$ cat src/rtl/sipo_pkg.sv
// sipo_pkg: shared types and helpers for the serial-in/parallel-out deserializer
//   state_e  : receive FSM states
//   cnt_w()  : bit counter width for a given word width
package sipo_pkg;

    typedef enum logic {ST_IDLE, ST_RECV} state_e;

    function automatic int cnt_w(input int w);
        return $clog2(w);
    endfunction

endpackage

$ cat src/rtl/sipo_deserializer.sv
// sipo_deserializer: collects WIDTH serial bits into a word, offers it on a valid/ready port
//   clk, reset          : clock, asynchronous active-high reset
//   din, din_valid      : serial bit and its strobe
//   frame_start         : with din_valid, marks bit 0 of a new word
//   dout, dout_valid    : held word and its valid flag
//   out_ready           : consumer pops the held word
//   overflow            : sticky, a completed word was dropped
//   clr_overflow        : synchronous clear of overflow (a new drop wins)
//   busy                : a partial word is being assembled
module sipo_deserializer
    import sipo_pkg::*;
#(
    parameter int WIDTH     = 8,
    parameter bit MSB_FIRST = 1'b1
) (
    input  logic             clk,
    input  logic             reset,
    input  logic             din,
    input  logic             din_valid,
    input  logic             frame_start,
    output logic [WIDTH-1:0] dout,
    output logic             dout_valid,
    input  logic             out_ready,
    output logic             overflow,
    input  logic             clr_overflow,
    output logic             busy
);

    localparam int CW = cnt_w(WIDTH);

    state_e           state_q, state_d;
    logic [WIDTH-1:0] shift_q, shift_d;
    logic [WIDTH-1:0] hold_q, hold_d;
    logic [CW-1:0]    cnt_q, cnt_d;
    logic             hvld_q, hvld_d;
    logic             ovf_q, ovf_d;

    logic             start, done, pop, store;
    logic [WIDTH-1:0] base, word;

    // A bit in IDLE or a frame_start bit begins a fresh word from an empty shifter.
    assign start = din_valid & ((state_q == ST_IDLE) | frame_start);
    assign done  = din_valid & (state_q == ST_RECV) & ~frame_start & (cnt_q == CW'(WIDTH - 1));
    assign base  = start ? '0 : shift_q;
    assign word  = MSB_FIRST ? {base[WIDTH-2:0], din} : {din, base[WIDTH-1:1]};
    assign pop   = hvld_q & out_ready;
    // A pop in the completion cycle frees the holding register for the new word.
    assign store = done & (~hvld_q | pop);

    always_ff @(posedge clk or posedge reset) begin
        if (reset) state_q <= ST_IDLE;
        else       state_q <= state_d;
    end

    always_comb begin
        state_d = state_q;
        if (din_valid) state_d = done ? ST_IDLE : ST_RECV;
    end

    always_comb begin
        busy = (state_q == ST_RECV);
    end

    always_comb begin
        shift_d = din_valid ? word : shift_q;
        cnt_d   = !din_valid ? cnt_q : start ? CW'(1) : done ? '0 : CW'(cnt_q + 1'b1);
        hold_d  = store ? word : hold_q;
        hvld_d  = store | (hvld_q & ~pop);
        ovf_d   = (done & ~store) | (ovf_q & ~clr_overflow);
    end

    always_ff @(posedge clk or posedge reset) begin
        if (reset) begin
            shift_q <= '0;
            cnt_q   <= '0;
            hold_q  <= '0;
            hvld_q  <= 1'b0;
            ovf_q   <= 1'b0;
        end else begin
            shift_q <= shift_d;
            cnt_q   <= cnt_d;
            hold_q  <= hold_d;
            hvld_q  <= hvld_d;
            ovf_q   <= ovf_d;
        end
    end

    assign dout       = hold_q;
    assign dout_valid = hvld_q;
    assign overflow   = ovf_q;

endmodule

$ cat config.mk
export PLATFORM = sky130hd
export DESIGN_NAME = sipo_deserializer
export DESIGN_NICKNAME = d
export VERILOG_FILES = /design/src/rtl/sipo_pkg.sv /design/src/rtl/sipo_deserializer.sv
export SDC_FILE = /design/constraint.sdc
export NUM_CORES = 1
export LEC_CHECK = 0
export ABC_AREA = 1
export CORE_AREA = 3 3 55 57
export DETAILED_ROUTE_END_ITERATION = 12
export DIE_AREA = 0 0 58 60
export HOLD_SLACK_MARGIN = 0.02
export MAX_ROUTING_LAYER = met4
export PLACE_DENSITY_LB_ADDON = 0.15
export SYNTH_ARGS = -nofsm -noshare
export SYNTH_HDL_FRONTEND = slang
export SYNTH_SLANG_ARGS = --single-unit
$ cat constraint.sdc
create_clock -name clk -period 1.2 [get_ports clk]
set_clock_uncertainty 0.1 [all_clocks]
set_input_delay 0.18 -clock clk [delete_from_list [all_inputs] [get_ports clk]]
set_output_delay 0.18 -clock clk [all_outputs]
set_load 0.05 [all_outputs]
==> qor.txt, run 1 <==
Failing checks = negative setup slack
Gr usage total = 11.7%
Cells after DPL = 150
Yosys top cell area share = 59.3%
Crit Reg-Reg Endpoint = busy
Setup crit start = cnt_q[0]
Yosys warns = 0
Initial Util = 35.1%
Register area share after synthesis = 59.3%
Core area = 2520 sq um
Total Power = 1.59 mW
Async SR Flop Fraction = 100%
Hold Buf Count CTS = 0
Syn nets = 105
Maximum VDD drop = 0.000761 V
Worst rel slew slack = 85.1%
Vias in the first global route = 698
RSZ-0062 raised after global routing = yes
Chip width = 58 microns
CTS Buf Count = 3
Pre-antenna DRT Iters = 4
Initial antenna violation count = 0
DP HPWL = 1.23 mm
P per Cell Area = 1130 nW/um^2
ANT nets after route = 0
R2r worst-path depth = 6
Global-route wire length before repair = 3.04 mm
Avg WL per Cell = 10.8 microns
Leak = 0.686 nW
Cell area after synthesis = 886 sq um
Nets = 142
R2R Setup Slk = -0.14 ns
Syn Inst Count = 96
CP Class = flip-flop to flip-flop
Max H-tree Level = 1
CTS tree = yes
Die area = 3480 sq um
Post-Route Setup TNS = -1.59 ns
Synth cell types = 16
Clock Pin Slew Worst Setup and Hold Paths = 0.12 ns
Post-synth EDFFs = 0
Total gr overflow = 0
Drt drc = 0
Port bufs = 17
Min Tclk post-route = 1.34 ns
Ports = 18
Status = finished with violations
Clock Sinks = 21
Fmax = 0.747 GHz
Final worst setup slack = -0.139 ns
Clk Latency, worst-skew pair = 0.30 ns
Largest net degree at the start of global routing = 22
Synth area leader = dfrtp_1
Pre-CTS setup slack = -0.266 ns
Layout cells sized above 1 = 30.3%
Main flop type after synthesis = dfrtp_1
Via count = 727
CTS root buffer = clkbuf_4
Post-Route WL = 1.75 mm
DRT iter0 DRCs = 16
Count leader, synth = nand2_1
Worst path required time = 1.30 ns
Diode count = 0
Clock buffer depth = 2
Yosys reg bits = 21
Via density = 4.49
Min-delay worst type = input pin to asynchronous set/reset pin
Final Cycle Share = 112%
Non-filler cells, final = 162
Synth area leaders = dfrtp_1, nand2_1, inv_1
Largest fanout on the critical path = 3
Hold_ws = 0.0934 ns
Worst Max-Slew Pin Slew = 0.223 ns
# Max-Cap Violations = 0
Crit end category = flip-flop
CP Data Arrival Time = 1.44 ns
Critical R2R Launch = cnt_q[0]
FP Rows = 18
Endpoints failing hold = 0
Commonest cells post-synth = nand2_1, dfrtp_1, inv_1, a21oi_1, o22ai_1
Die Y = 60 microns
Syn-to-layout area delta = 58.6%
Slew Limit Fails = 0
Synth Area per Inst = 9.23 sq um
Final setup fails = 14
GPL Wtd Cong = 0.750
Startpoint class of the critical path = flip-flop
## what timing repair did
action	4_1_cts	5_1_grt
gates resized for setup	6	2
pin swaps	6	2
endpoints found under the setup margin	14	23
buffers inserted	1	7
## worst max path at each step
| stage | end | cells past startpoint |
|---|---|---|
| 2_1_floorplan | dout[0] | 6 |
| 3_3_place_gp | dout[2] | 6 |
| 3_5_place_dp | dout[7] | 6 |
| 4_1_cts | dout[7] | 6 |
| 5_1_grt | dout[0] | 6 |
| 6_report | busy | 6 |
## through the flow
stage	util, %	instance area (sq um)
2_1_floorplan	-	902
3_3_place_gp	51.2	1290
3_5_place_dp	51.2	1290
4_1_cts	53.1	1340
5_1_grt	55.7	1410
6_report	55.7	1410
## layout make-up
cell class	instances	area, sq um
timing repair buffer	34	424
tap	30	37.5
sequential	21	527
clock buffer	3	22.5
fill	220	1120
clock inverter	1	5.00
inverter	15	56.3
multi-input combinational	58	333
## power by group
| part | internal (mW) | leakage, nW | switching, mW |
|---|---|---|---|
| logic | 0.224 | 0.390 | 0.221 |
| registers | 0.763 | 0.279 | 0.0449 |
| clock network | 0.124 | 0.0177 | 0.210 |
| total | 1.11 | 0.686 | 0.476 |
## worst max-delay path, stage by stage (launching register included)
cell and delay, ns:
dfrtp_1 0.37, ha_2 0.19, ha_4 0.13, nand4_1 0.16, buf_4 0.19, o21ai_1 0.06, inv_1 0.04
## kinds of logic (layout without fill, tap and decap cells)
logic type                 Yosys count  count (layout)  share of synthesized area (%)
and+or+nand+nor                     36              36                           17.9
DFF                                 21              21                           59.3
AOI/OAI and AO/OA                   20              20                           12.6
buffers and inverters               17              53                           7.34
adders and majority gates            2               2                           2.82
## sequential cells by signal, indices dropped and copies added, names as in the netlist
signal	cells
busy	1
cnt_q	3
dout	8
dout_valid	1
overflow	1
shift_q	7
## cell usage in the layout, fill, tap and decap left out, types with 2 or more instances in the layout
cell / synthesis / layout
o21ai_0: 5 / 2
dfrtp_1: 21 / 20
buf_12: 0 / 12
a21oi_1: 7 / 7
nor2_4: 1 / 2
o21ai_1: 0 / 2
clkdlybuf4s50_1: 0 / 6
o22ai_1: 7 / 6
nand2_1: 30 / 30
clkbuf_4: 0 / 3
inv_1: 15 / 15
buf_4: 0 / 15
## per-layer routing
metal / part of all wire [%] / global-route usage, % / wire, microns
met5: 0 / - / 0
met4: 0.91 / 5.96 / 16
met3: 4.7 / 1.94 / 82
met2: 45 / 17.4 / 793
met1: 49 / 15.4 / 859
Power figures use the tool's default switching activity.
==> inputs of run 2 (changes only) <==
--- a/config.mk
+++ b/config.mk
@@ -11,7 +11,6 @@
 export DIE_AREA = 0 0 58 60
 export HOLD_SLACK_MARGIN = 0.02
 export MAX_ROUTING_LAYER = met4
-export PLACE_DENSITY_LB_ADDON = 0.15
 export SYNTH_ARGS = -nofsm -noshare
 export SYNTH_HDL_FRONTEND = slang
 export SYNTH_SLANG_ARGS = --single-unit
==> qor.txt, run 2 (same netlist as run 1, synthesis figures left out) <==
Status = finished with violations
Failing checks = negative setup slack
Routing usage on met3 = 2.59% (+0.65 points)
Final worst setup slack = -0.238 ns (-0.0993 ns)
Ports = 18 (unchanged)
Core area = 2520 sq um (unchanged)
Total gr overflow = 0 (unchanged)
Nets = 138 (-2.8%)
DRT iter0 DRCs = 12 (-4)
Clk Latency, worst-skew pair = 0.31 ns (about the same)
GR Layer Usage met2 = 18.2% (+0.81 points)
Max reg flops = 8 (unchanged)
Largest fanout on the critical path = 8 (+5)
Avg WL per Cell = 12.0 microns (+11%)
CTS tree = yes
Most common cell after layout, fill and taps aside = nand2_1
Max H-tree Level = 1 (unchanged)
Logic gate share of total power = 27.0% (-1.0 points)
Clock Pin Slew Worst Setup and Hold Paths = 0.12 ns (about the same)
Sw frac = 30.9% (+0.87 points)
Global-route wire length before repair = 3.13 mm (+2.9%)
Min Tclk post-route = 1.44 ns (+0.0993 ns)
Most Used Layer, Global Route = met2
Fmax = 0.695 GHz (-6.9%)
Syn-to-layout area delta = 55.1%
Layout cells sized above 1 = 29.7% (-0.62 points)
Diode count = 0 (unchanged)
Sequential share of power = 51.0% (about the same)
Via count = 716 (-1.5%)
Total Power = 1.59 mW (about the same)
ANT nets after route = 0 (unchanged)
Gr usage total = 12.6% (+0.86 points)
RSZ-0062 raised after global routing = yes
Leak = 0.665 nW (-3.1%)
Port bufs = 17 (unchanged)
FP Rows = 18 (unchanged)
Vias in the first global route = 694 (-0.57%)
Initial antenna violation count = 0 (unchanged)
Net load switching power = 0.490 mW (+2.9%)
P per Cell Area = 1160 nW/um^2 (+2.3%)
GR Util met1 = 16.0% (+0.58 points)
Worst rel slew slack = 85.5% (+0.41 points)
Final setup fails = 14 (unchanged)
Endpoints failing hold = 0 (unchanged)
Internal = 1.10 mW (-1.2%)
Slew Limit Fails = 0 (unchanged)
Worst path required time = 1.36 ns (+0.06 ns)
CTS root buffer = clkbuf_4
Clock Sinks = 21 (unchanged)
Pre-antenna DRT Iters = 4 (unchanged)
Post-Route Utilization = 54.5% (-1.2 points)
GPL Wtd Cong = 0.740 (-1.4%)
DP HPWL = 1.34 mm (+9.2%)
Maximum VDD drop = 0.000777 V (+2.1%)
# Max-Cap Violations = 0 (unchanged)
R2R Setup Slk = -0.24 ns (-0.10 ns)
Die Y = 60 microns (unchanged)
CP Data Arrival Time = 1.60 ns (+0.16 ns)
Startpoint class of the critical path = flip-flop
Initial Util = 35.1% (unchanged)
Largest net degree at the start of global routing = 22 (unchanged)
Clock Power Share = 21.9% (+0.8 points)
Drt drc = 0 (unchanged)
Worst Max-Slew Pin Slew = 0.218 ns (-0.00578 ns)
CP Class = flip-flop to flip-flop
CTS Buf Count = 3 (unchanged)
Hold Buf Count CTS = 0 (unchanged)
Clock buffer depth = 2 (unchanged)
Final Cycle Share = 120% (+8.3 points)
Crit end category = flip-flop
Chip width = 58 microns (unchanged)
Most frequent cells in the layout = nand2_1, dfrtp_1, inv_1
Min-delay worst type = input pin to asynchronous set/reset pin
Die area = 3480 sq um (unchanged)
Pre-CTS setup slack = -0.309 ns (-0.0435 ns)
Via density = 4.53 (+0.98%)
Post-Route WL = 1.89 mm (+8.1%)
-- run 2: changes by cell type in the layout (fill, tap and decap cells not counted) --
cell / before / now
nand2_2: 0 / 1
buf_6: 1 / 2
o21ai_1: 2 / 1
o21ai_0: 2 / 3
nor2_4: 2 / 1
nor2_2: 0 / 1
nand3_4: 1 / 0
buf_4: 15 / 10
nand3_2: 0 / 2
nand2_1: 30 / 29
nand3_1: 1 / 0
-- run 2: path summary, 6_finish.rpt --
kind	start	cells after the start	endpoint
setup / recovery	cnt_q[0]	7	dout[2]
hold / removal	reset	3	dout[4]
setup reg to reg	cnt_q[0]	7	dout[2]
hold reg to reg	shift_q[5]	2	shift_q[6]
max in group asynchronous	reset	3	busy
min in group clk	din	3	dout[0]
-- run 2: stage by stage --
stage	TNS [ns]	instances	hold slack (ns)	area [sq um]
detailed placement	-4.84	149	0.419	1280
global route	-4.12	158	0.0868	1370
global placement	-4.17	149	0.410	1280
floorplan	-1.06	96	0.0565	902
CTS	-2.48	154	0.0820	1320
finish	-2.73	158	0.0729	1370
-- run 2: repair_timing --
item,CTS,global route
pin swaps,3,5
setup endpoints to repair,14,27
buffers inserted,1,4
resized for setup,3,5
-- run 2: per-layer routing --
layer  wire [microns]  share of wire [%]
met5                0                  0
met4               36                1.9
met3               63                3.3
met2              943                 50
met1              849                 45
-- run 2: area by class of cell --
cell class	instances	area [sq um]
timing repair buffer	30	398
clock inverter	1	5.00
multi-input combinational	58	328
sequential	21	527
fill	236	1150
tap	30	37.5
clock buffer	3	22.5
inverter	15	56.3
-- run 2: power by group through the flow --
stage	Clock [mW]	Combinational [mW]	Sequential, mW
after floorplan	0	0.113	0.904
after global placement	0	0.397	0.823
after detailed placement	0	0.406	0.823
after CTS	0.361	0.410	0.810
after global routing	0.387	0.462	0.818
final	0.348	0.429	0.810
-- run 2: critical path, stage by stage (launching register included) --
cell     delay, ns
dfrtp_1       0.40
ha_2          0.21
ha_4          0.16
buf_4         0.13
buf_6         0.11
nand3_2       0.14
nand2_1       0.07
nand2_1       0.07
